--- config.mk ---
export PLATFORM = sky130hd
export DESIGN_NAME = ccff_chain_loader
export DESIGN_NICKNAME = d
export VERILOG_FILES = /design/src/rtl/ccff_pkg.sv /design/src/rtl/ccff_word_serializer.sv /design/src/rtl/ccff_chain_loader.sv
export SDC_FILE = /design/constraint.sdc
export NUM_CORES = 1
export LEC_CHECK = 0
export CORE_ASPECT_RATIO = 0.7
export CORE_MARGIN = 4
export CORE_UTILIZATION = 39
export CTS_BUF_LIST = sky130_fd_sc_hd__clkbuf_8
export DETAILED_ROUTE_END_ITERATION = 10
export DONT_BUFFER_PORTS = 1
export GPL_TIMING_DRIVEN = 1
export PLACE_DENSITY_LB_ADDON = 0.25
export SLEW_MARGIN = 20
export SYNTH_ARGS = -nofsm -noshare
export SYNTH_HDL_FRONTEND = slang
export SYNTH_SLANG_ARGS = --single-unit
--- constraint.sdc ---
create_clock -name prog_clk -period 3.7 [get_ports prog_clk]
set_clock_uncertainty 0.1 [all_clocks]
set_input_delay 0.37 -clock prog_clk [delete_from_list [all_inputs] [get_ports prog_clk]]
set_output_delay 0.37 -clock prog_clk [all_outputs]
set_load 0.02 [all_outputs]
--- src/rtl/ccff_pkg.sv ---
// Shared types, CRC constants and the bit-serial CRC step for the ccff chain loader.
package ccff_pkg;

  typedef enum logic [1:0] {
    IDLE   = 2'd0,
    LOAD   = 2'd1,
    VERIFY = 2'd2,
    DONE   = 2'd3
  } ccff_state_e;

  localparam logic [15:0] CCFF_CRC_POLY = 16'h1021;
  localparam logic [15:0] CCFF_CRC_INIT = 16'hFFFF;

  // CRC-16-CCITT, one bit per step, MSB-first register.
  function automatic logic [15:0] ccff_crc_step(input logic [15:0] crc, input logic din);
    logic fb;
    fb = crc[15] ^ din;
    return {crc[14:0], 1'b0} ^ (fb ? CCFF_CRC_POLY : 16'h0000);
  endfunction

endpackage

--- src/rtl/ccff_word_serializer.sv ---
// Word buffer that accepts bitstream words and presents them LSB-first, one bit per shift.
module ccff_word_serializer #(
  parameter int unsigned WORD_W = 8,
  parameter int unsigned CNT_W  = 7
) (
  input  logic              clk,
  input  logic              rst_n,
  input  logic              active,
  input  logic              clear,
  input  logic              shift,
  input  logic [CNT_W-1:0]  bits_left,
  input  logic [WORD_W-1:0] s_data,
  input  logic              s_valid,
  output logic              s_ready,
  output logic              head_bit,
  output logic              nonempty
);

  localparam int unsigned BCNT_W = $clog2(WORD_W + 1);

  logic [WORD_W-1:0] word_q, word_d;
  logic [BCNT_W-1:0] cnt_q, cnt_d;
  logic              accept;

  // Refill while the last buffered bit leaves so a held s_valid streams without bubbles;
  // never fetch a word whose bits would all be discarded.
  assign s_ready  = active
                  && ((cnt_q == '0) || ((cnt_q == BCNT_W'(1)) && shift))
                  && (32'(bits_left) > 32'(cnt_q));
  assign accept   = s_valid && s_ready;
  assign head_bit = word_q[0];
  assign nonempty = (cnt_q != '0);

  always_comb begin
    word_d = word_q;
    cnt_d  = cnt_q;
    if (clear) begin
      word_d = '0;
      cnt_d  = '0;
    end else if (accept) begin
      word_d = s_data;
      cnt_d  = BCNT_W'(WORD_W);
    end else if (shift) begin
      word_d = word_q >> 1;
      cnt_d  = cnt_q - BCNT_W'(1);
    end
  end

  always_ff @(posedge clk) begin
    if (!rst_n) begin
      word_q <= '0;
      cnt_q  <= '0;
    end else begin
      word_q <= word_d;
      cnt_q  <= cnt_d;
    end
  end

endmodule

--- src/rtl/ccff_chain_loader.sv ---
// Loads a ccff shift chain from a word stream, then optionally rotates it once
// and compares the CRC of what comes back against the CRC of what was sent.
module ccff_chain_loader
  import ccff_pkg::*;
#(
  parameter int unsigned CHAIN_LEN = 64,
  parameter int unsigned WORD_W    = 8,
  parameter bit          VERIFY_EN = 1'b1
) (
  input  logic              prog_clk,
  input  logic              prog_reset_n,
  input  logic              start,
  input  logic [WORD_W-1:0] s_data,
  input  logic              s_valid,
  output logic              s_ready,
  output logic              ccff_head,
  output logic              ccff_en,
  input  logic              ccff_tail,
  output logic              busy,
  output logic              done,
  output logic              err
);

  localparam int unsigned CNT_W = $clog2(CHAIN_LEN + 1);

  ccff_state_e      state_q, state_d;
  logic [CNT_W-1:0] bits_left_q, bits_left_d;
  logic [15:0]      crc_load_q, crc_load_d;
  logic [15:0]      crc_chk_q, crc_chk_d;
  logic             busy_q, busy_d;
  logic             done_q, done_d;
  logic             err_q, err_d;

  logic buf_nonempty, buf_head, shift, clear;

  assign shift     = (state_q == LOAD) && buf_nonempty && (bits_left_q != '0);
  assign clear     = (state_d != LOAD);
  assign ccff_en   = shift || (state_q == VERIFY);
  assign ccff_head = shift ? buf_head : ((state_q == VERIFY) ? ccff_tail : 1'b0);
  assign busy      = busy_q;
  assign done      = done_q;
  assign err       = err_q;

  ccff_word_serializer #(
    .WORD_W (WORD_W),
    .CNT_W  (CNT_W)
  ) u_ser (
    .clk       (prog_clk),
    .rst_n     (prog_reset_n),
    .active    (state_q == LOAD),
    .clear     (clear),
    .shift     (shift),
    .bits_left (bits_left_q),
    .s_data    (s_data),
    .s_valid   (s_valid),
    .s_ready   (s_ready),
    .head_bit  (buf_head),
    .nonempty  (buf_nonempty)
  );

  // The bit counter is reused to time the rotation pass.
  always_comb begin
    state_d     = state_q;
    bits_left_d = bits_left_q;
    crc_load_d  = crc_load_q;
    crc_chk_d   = crc_chk_q;
    err_d       = err_q;
    unique case (state_q)
      IDLE: begin
        if (start) begin
          err_d       = 1'b0;
          bits_left_d = CNT_W'(CHAIN_LEN);
          crc_load_d  = CCFF_CRC_INIT;
          crc_chk_d   = CCFF_CRC_INIT;
          state_d     = LOAD;
        end
      end
      LOAD: begin
        if (shift) begin
          bits_left_d = bits_left_q - CNT_W'(1);
          crc_load_d  = ccff_crc_step(crc_load_q, buf_head);
        end
        if (bits_left_d == '0) begin
          state_d     = VERIFY_EN ? VERIFY : DONE;
          bits_left_d = VERIFY_EN ? CNT_W'(CHAIN_LEN) : '0;
        end
      end
      VERIFY: begin
        crc_chk_d = ccff_crc_step(crc_chk_q, ccff_tail);
        if (bits_left_q <= CNT_W'(1)) begin
          bits_left_d = '0;
          state_d     = DONE;
        end else begin
          bits_left_d = bits_left_q - CNT_W'(1);
        end
      end
      DONE: begin
        err_d   = VERIFY_EN && (crc_chk_q != crc_load_q);
        state_d = IDLE;
      end
      default: state_d = IDLE;
    endcase
    busy_d = (state_d == LOAD) || (state_d == VERIFY);
    done_d = (state_d == DONE);
  end

  always_ff @(posedge prog_clk) begin
    if (!prog_reset_n) begin
      state_q     <= IDLE;
      bits_left_q <= '0;
      crc_load_q  <= CCFF_CRC_INIT;
      crc_chk_q   <= CCFF_CRC_INIT;
      busy_q      <= 1'b0;
      done_q      <= 1'b0;
      err_q       <= 1'b0;
    end else begin
      state_q     <= state_d;
      bits_left_q <= bits_left_d;
      crc_load_q  <= crc_load_d;
      crc_chk_q   <= crc_chk_d;
      busy_q      <= busy_d;
      done_q      <= done_d;
      err_q       <= err_d;
    end
  end

endmodule

Word-level counts from Yosys, hierarchy flattened

Cells that the tools add are included.

Add/sub/neg operators: 2
$lt $le $gt $ge: 2
Eq/ne operators: 11
Mux-type cells: 24
Bitwise gates (word level): 5
Reduce and logical (&&, ||, !) cells: 25

Operator list:

| cell                                                           | count |
|---|---|
| one-hot mux 16 bit (2 select lines)                            | 2 |
| 2-to-1 mux 7 bit                                               | 5 |
| 2-to-1 mux 16 bit                                              | 2 |
| bitwise XOR 16 x 13 -> 16 bit                                  | 2 |
| 2-to-1 mux 13 bit                                              | 2 |
| one-hot mux 7 bit (3 select lines)                             | 1 |
| 2-to-1 mux 8 bit                                               | 2 |
| != test 16 bit                                                 | 1 |
| equality test 2 bit, second input constant                     | 4 |
| 2-to-1 mux 4 bit                                               | 2 |
| one-hot mux 2 bit (4 select lines)                             | 1 |
| nonzero test 2 bit                                             | 4 |
| > comparator 7 x 4 -> 1 bit                                    | 1 |
| less-or-equal comparator 7 x 1 -> 1 bit, second input constant | 1 |
| logical NOT 7 bit                                              | 1 |
| nonzero test 7 bit                                             | 1 |
| subtractor 7 x 1 -> 7 bit, second input constant               | 1 |
| logical AND 1 bit                                              | 6 |
| 2-to-1 mux 2 bit                                               | 3 |
| AND reduction 2 bit                                            | 3 |
| equality test 2 x 1 -> 1 bit, second input constant            | 2 |
| equality test 4 x 1 -> 1 bit, second input constant            | 1 |
| logical NOT 4 bit                                              | 1 |
| != test 2 bit, second input constant                           | 2 |
| 13 further kinds                                               | 18 |

Register bits after elaboration: 56
Input bits: 13
Output and inout port bits: 6
Logic and storage cells: 79

Longest topological paths before layout

Depth in word-level cells: 10
Mapped depth: 14
Depth with buffers taken out: 11

Cells and area by module

A second synthesis with hierarchy kept.

Cells, all modules: 362
Area total of the unflattened synthesis: 3061.7 µm²

By module, submodules not included:

| module               | times used | cells each | area an instance (µm²) | seq. area each (µm²) |
|---|---|---|---|---|
| ccff_chain_loader    | 1          | 276        | 2287.2                 | 880.8 |
| ccff_word_serializer | 1          | 86         | 774.5                  | 240.2 |

Worst setup path before layout

OpenSTA, ideal clock, no wires.

Path kind: reg-to-reg
Start point: register bits_left_q[0]
End point: register u_ser.word_q[1]
Setup time: 75 ps
Data arrival time: 3060 ps
Data required time: 3525 ps
Path slack: 464 ps
Stages on the path, launching flop included: 15
Path buffers: 3
Period minus slack after synthesis: 3236 ps
Cell sequence: dfxtp_1 -> inv_1 -> ha_1 -> or3b_4 -> buf_6 -> o211ai_4 -> nor3_1 -> o311a_4 -> o31ai_4 -> ha_1 -> clkbuf_1 -> nand2_1 -> clkbuf_1 -> a211o_1 -> o21ai_0

Cells in the longest elaborated chain, start to end: 9
Elaborated cells between the ends (all ways): 20
Classes of those cells: 1 x add/sub; 2 x order compare; 1 x eq/ne; 6 x mux; 10 x reduce/logical

Ends and longest elaborated chain:

| element                                                                           | line                       | RTL |
|---|---|---|
| from (decl)                                                                       | ccff_chain_loader.sv:27    | `logic [CNT_W-1:0] bits_left_q, bits_left_d;` |
| from (signal assigned)                                                            | ccff_chain_loader.sv:118   | `bits_left_q <= bits_left_d;` |
| parallel branches: the longest is 6 deep, another holds subtractor 7 x 1 -> 7 bit | -                          |  |
| one-hot mux 2 bit (4 select lines) *                                              | ccff_chain_loader.sv:68    | `unique case (state_q)` |
| net state_d[0]                                                                    | ccff_chain_loader.sv:26    | `ccff_state_e state_q, state_d;` |
| != test 2 x 1 -> 1 bit *                                                          | ccff_chain_loader.sv:37    | `assign clear = (state_d != LOAD);` |
| OR reduction 2 bit (no line) *                                                    | -                          |  |
| to (signal assigned)                                                              | ccff_word_serializer.sv:54 | `word_q <= word_d;` |
| to (decl)                                                                         | ccff_word_serializer.sv:21 | `logic [WORD_W-1:0] word_q, word_d;` |

Mark *: on every way through the listed nets, which the timed path passes. The select of a mux whose other input is x is not followed.
A chain may end at the register's enable or synchronous reset.

Worst setup path after layout

Start point: register bits_left_q[0]
End point: register u_ser.word_q[4]

Same word-level chain as after synthesis.

==> results.sh <==
export IMPL_outcome="finished clean"
export IMPL_finalCritPeriodShare_pct=90.64
export IMPL_cts_hold_buf=0
export IMPL_powerDensity_nw_per_um2=427.4
export IMPL_portBuffers=0
export IMPL_syn2layout_area_growth_pct=4.628
export IMPL_cts_setup_buffers=0
export IMPL_grt_ovfl_total=0
export IMPL_root_buffer="clkbuf_8"
export IMPL_finalHoldViolCount=0
export IMPL_rows=26
export IMPL_required_ps=3830
export IMPL_synth_largest_area_cell="dfxtp_1"
export IMPL_hpwl_mm=5.069
export IMPL_drv_cap=0
export IMPL_start_kind="register"
export IMPL_yosysWarnings=0
export IMPL_rsz0062_at_grt="no"
export IMPL_synth_top_family_by_area="compound AO/OA/AOI/OAI gates"
export IMPL_insertion_delay_ps=310
export IMPL_synth_compound_area_share_pct=20.79
export IMPL_vias_per_cell=5.555
export IMPL_synth_adder_area_share_pct=6.198
export IMPL_synth_xor_area_share_pct=7.521
export IMPL_grt_pass1_wl_mm=12.10
export IMPL_holdPathEnd="crc_chk_q[7]$_SDFFE_PN1P_"
export IMPL_synthSimpleGateAreaFrac_pct=19.83
export IMPL_synthesis_nets=386
export IMPL_cp_slowest_cell="or3b_4"
export IMPL_die_y_um=81.72
export IMPL_die_x_um=113.3
export IMPL_p_leak_nw=1.082
export IMPL_min_period_ps=3354
export IMPL_async_flop_share_pct=0
export IMPL_synthDistinctLibCells=47
export IMPL_drive_above_1_share_pct=6.916
export IMPL_ios=19
export IMPL_crit_buf_inv=1
export IMPL_cts_buffer_depth=2
export IMPL_fillers=748
export IMPL_grt_start_max_net_pins=54
export IMPL_antenna_found_initial=0
export IMPL_nNetsFinal=374
export IMPL_start_util_pct=40.82
export IMPL_reg2regPathDepth=11
export IMPL_cp_max_fo=11
export IMPL_wire_per_inst_um=15.91
export IMPL_crit_chain="inv_1 > ha_1 > or3b_4 > o211ai_4 > nor3_1 > o311a_4 > o31ai_4 > ha_2 > nand2_1 > a211o_1 > o21ai_0"
export IMPL_synthCells=358
export IMPL_drv_slew=0
export IMPL_core_sq_um=7417
export IMPL_max_freq_ghz=0.2982
export IMPL_routed_wl_mm=7.079
export IMPL_grt_use_total_pct=16.24
export IMPL_switching_share_pct=34.98
export IMPL_route_detailed_drc=0
export IMPL_final_cells=445
export IMPL_power_w=0.001354
export IMPL_r2r_end="u_ser.word_q[4]$_SDFFE_PP0P_"
export IMPL_gp_congestion=0.8764
export IMPL_seqPwrFrac_pct=48.3
export IMPL_reg2reg_setup_slack_ps=350
export IMPL_vias=2472
export IMPL_dieArea_sq_um=9260
export IMPL_critPathMaxStageDelay_ps=470
export IMPL_internal_power_w=0.0008804
export IMPL_ir_worst_vdd_mv=0.1670
export IMPL_p_comb_share_pct=27.5
export IMPL_max_slew_margin_pct=54.81
export IMPL_final_cell_mix="dfxtp_1, nand2_1, o21ai_0"
export IMPL_p_sw_w=0.0004736
export IMPL_cts_tree="built"
export IMPL_pwr_share_clk_pct=24.2
export IMPL_final_cell_area_sq_um=3168
export IMPL_tns_ps=0
export IMPL_worst_hold_path_type="in -> reg"
export IMPL_tightest_slew_ps=677.9
export IMPL_grt_pass1_vias=2311
export IMPL_yosys_area_top_type_share_pct=37.02
export IMPL_syn_area_sq_um=3028
export IMPL_end_kind="register"
export IMPL_final_common_cell="dfxtp_1"
export IMPL_drt_iter0_markers=158
export IMPL_timing_final_setup_violations=0
export IMPL_holdCritStartpoint="prog_reset_n"
export IMPL_dpl_cell_count=437
export IMPL_drtAntennaViolNets=0
export IMPL_crit_arrival_ps=3490
export IMPL_setup_worst_path_class="reg -> reg"
export IMPL_drtPass1Iterations=4
export IMPL_avgSynthCellArea_sq_um=8.458
export IMPL_cp_top_family="compound AO/OA/AOI/OAI gates"
export IMPL_clk_pin_slew_ps=100
export IMPL_ys_top_cells_by_area="dfxtp_1, ha_1, o21ai_0"
export IMPL_synth_edff_count=0
export IMPL_synth_flop_cell="dfxtp_1"
export IMPL_cts_sinks=56
export IMPL_cts_buffers=5
export IMPL_min_path_cells=1
export IMPL_ys_seq_elements=56
export IMPL_synth_area_mux_share_pct=2.975
export IMPL_placed_cell_area_sq_um=3080
export IMPL_antennaDiodeCount=0
export IMPL_reg2reg_from="bits_left_q[0]$_SDFFE_PN0P_"
export IMPL_ys_seq_area_share_pct=37.02
export IMPL_h_tree_depth=2
timing repair:
| action | in CTS | in global routing |
|---|---|---|
| endpoints found under the hold margin | 0 | 0 |
| resized for setup | 0 | 1 |
| setup endpoints to repair | 0 | 2 |
per-stage QoR:
step / util, % / setup slack, ps / hold WS [ps]
3_3_place_gp: 41.53 / 394.6 / 340.2
5_1_grt: 42.71 / 153.0 / 20.44
2_1_floorplan: - / 464.5 / 349.0
4_1_cts: 42.68 / 261.6 / 10.37
6_report: 42.71 / 346.2 / 53.32
3_5_place_dp: 41.53 / 301.9 / 340.6
how the worst max path moves through the flow:
| stage | cells after the start | startpoint | endpoint |
|---|---|---|---|
| after CTS | 11 | bits_left_q[0]$_SDFFE_PN0P_ | u_ser.word_q[4]$_SDFFE_PP0P_ |
| after floorplan | 14 | bits_left_q[0]$_SDFFE_PN0P_ | u_ser.word_q[1]$_SDFFE_PP0P_ |
| after global routing | 11 | bits_left_q[0]$_SDFFE_PN0P_ | u_ser.word_q[5]$_SDFFE_PP0P_ |
| after global placement | 11 | bits_left_q[0]$_SDFFE_PN0P_ | u_ser.word_q[6]$_SDFFE_PP0P_ |
| final | 11 | bits_left_q[0]$_SDFFE_PN0P_ | u_ser.word_q[4]$_SDFFE_PP0P_ |
| after detailed placement | 11 | bits_left_q[0]$_SDFFE_PN0P_ | u_ser.word_q[4]$_SDFFE_PP0P_ |
Yosys cell counts, types with 13 or more instances:
cell type,instances
dfxtp_1,56
nand2_1,37
o21ai_0,34
clkbuf_1,20
nor4_1,20
nor2_1,18
o22ai_1,16
xnor2_1,16
ha_1,15
nand3_1,15
inv_1,13
worst register-to-register path, delay by kind of cell (launching register included):
family | cells | cell delay, ps
simple gates | 3 | 810
compound gates | 5 | 1220
flops | 1 | 370
buf+inv | 1 | 130
fa+ha+maj | 2 | 640
logic make-up (layout without fill, tap and decap cells):
logic type	count (synthesis)	after routing
compound gates	93	93
xor+xnor	26	26
fa+ha+maj	15	15
buf+inv	39	28
flops	56	56
mux	9	9
simple gates	120	120
registers in the layout (all words and copies together) (netlist names):
register,cells
crc_chk_q,16
err,1
crc_load_q,16
u_ser.cnt_q,4
state_q,2
u_ser.word_q,8
busy,1
done,1
bits_left_q,7
layer usage:
metal / vias up / global-route usage, % / wire, um
li1: 1262 / - / -
met1: 1134 / 25.04 / 3741
met2: 71 / 22.34 / 2763
met3: 5 / 3.829 / 508
met4: 0 / 3.962 / 65
met5: - / 0 / 0
layout make-up:
class / count / area (sq um) / area share, %
Multi-Input combinational cell: 263 / 1738 / 54.86
Timing Repair Buffer: 7 / 52.55 / 1.659
Clock inverter: 3 / 16.27 / 0.5134
Inverter: 13 / 48.80 / 1.540
Sequential cell: 56 / 1121 / 35.39
Clock buffer: 5 / 68.82 / 2.172
Tap cell: 98 / 122.6 / 3.870
power by group through the flow:
stage	combinational [W]	clock (W)	sequential, W
5_1_grt	0.000408	0.000362	0.000658
6_report	0.000372	0.000327	0.000654
4_1_cts	0.000361	0.000342	0.000654
3_3_place_gp	0.000362	0	0.000668
2_1_floorplan	0.000286	0	0.000661
3_5_place_dp	0.000360	0	0.000668
(Power assumes the default switching activity.)
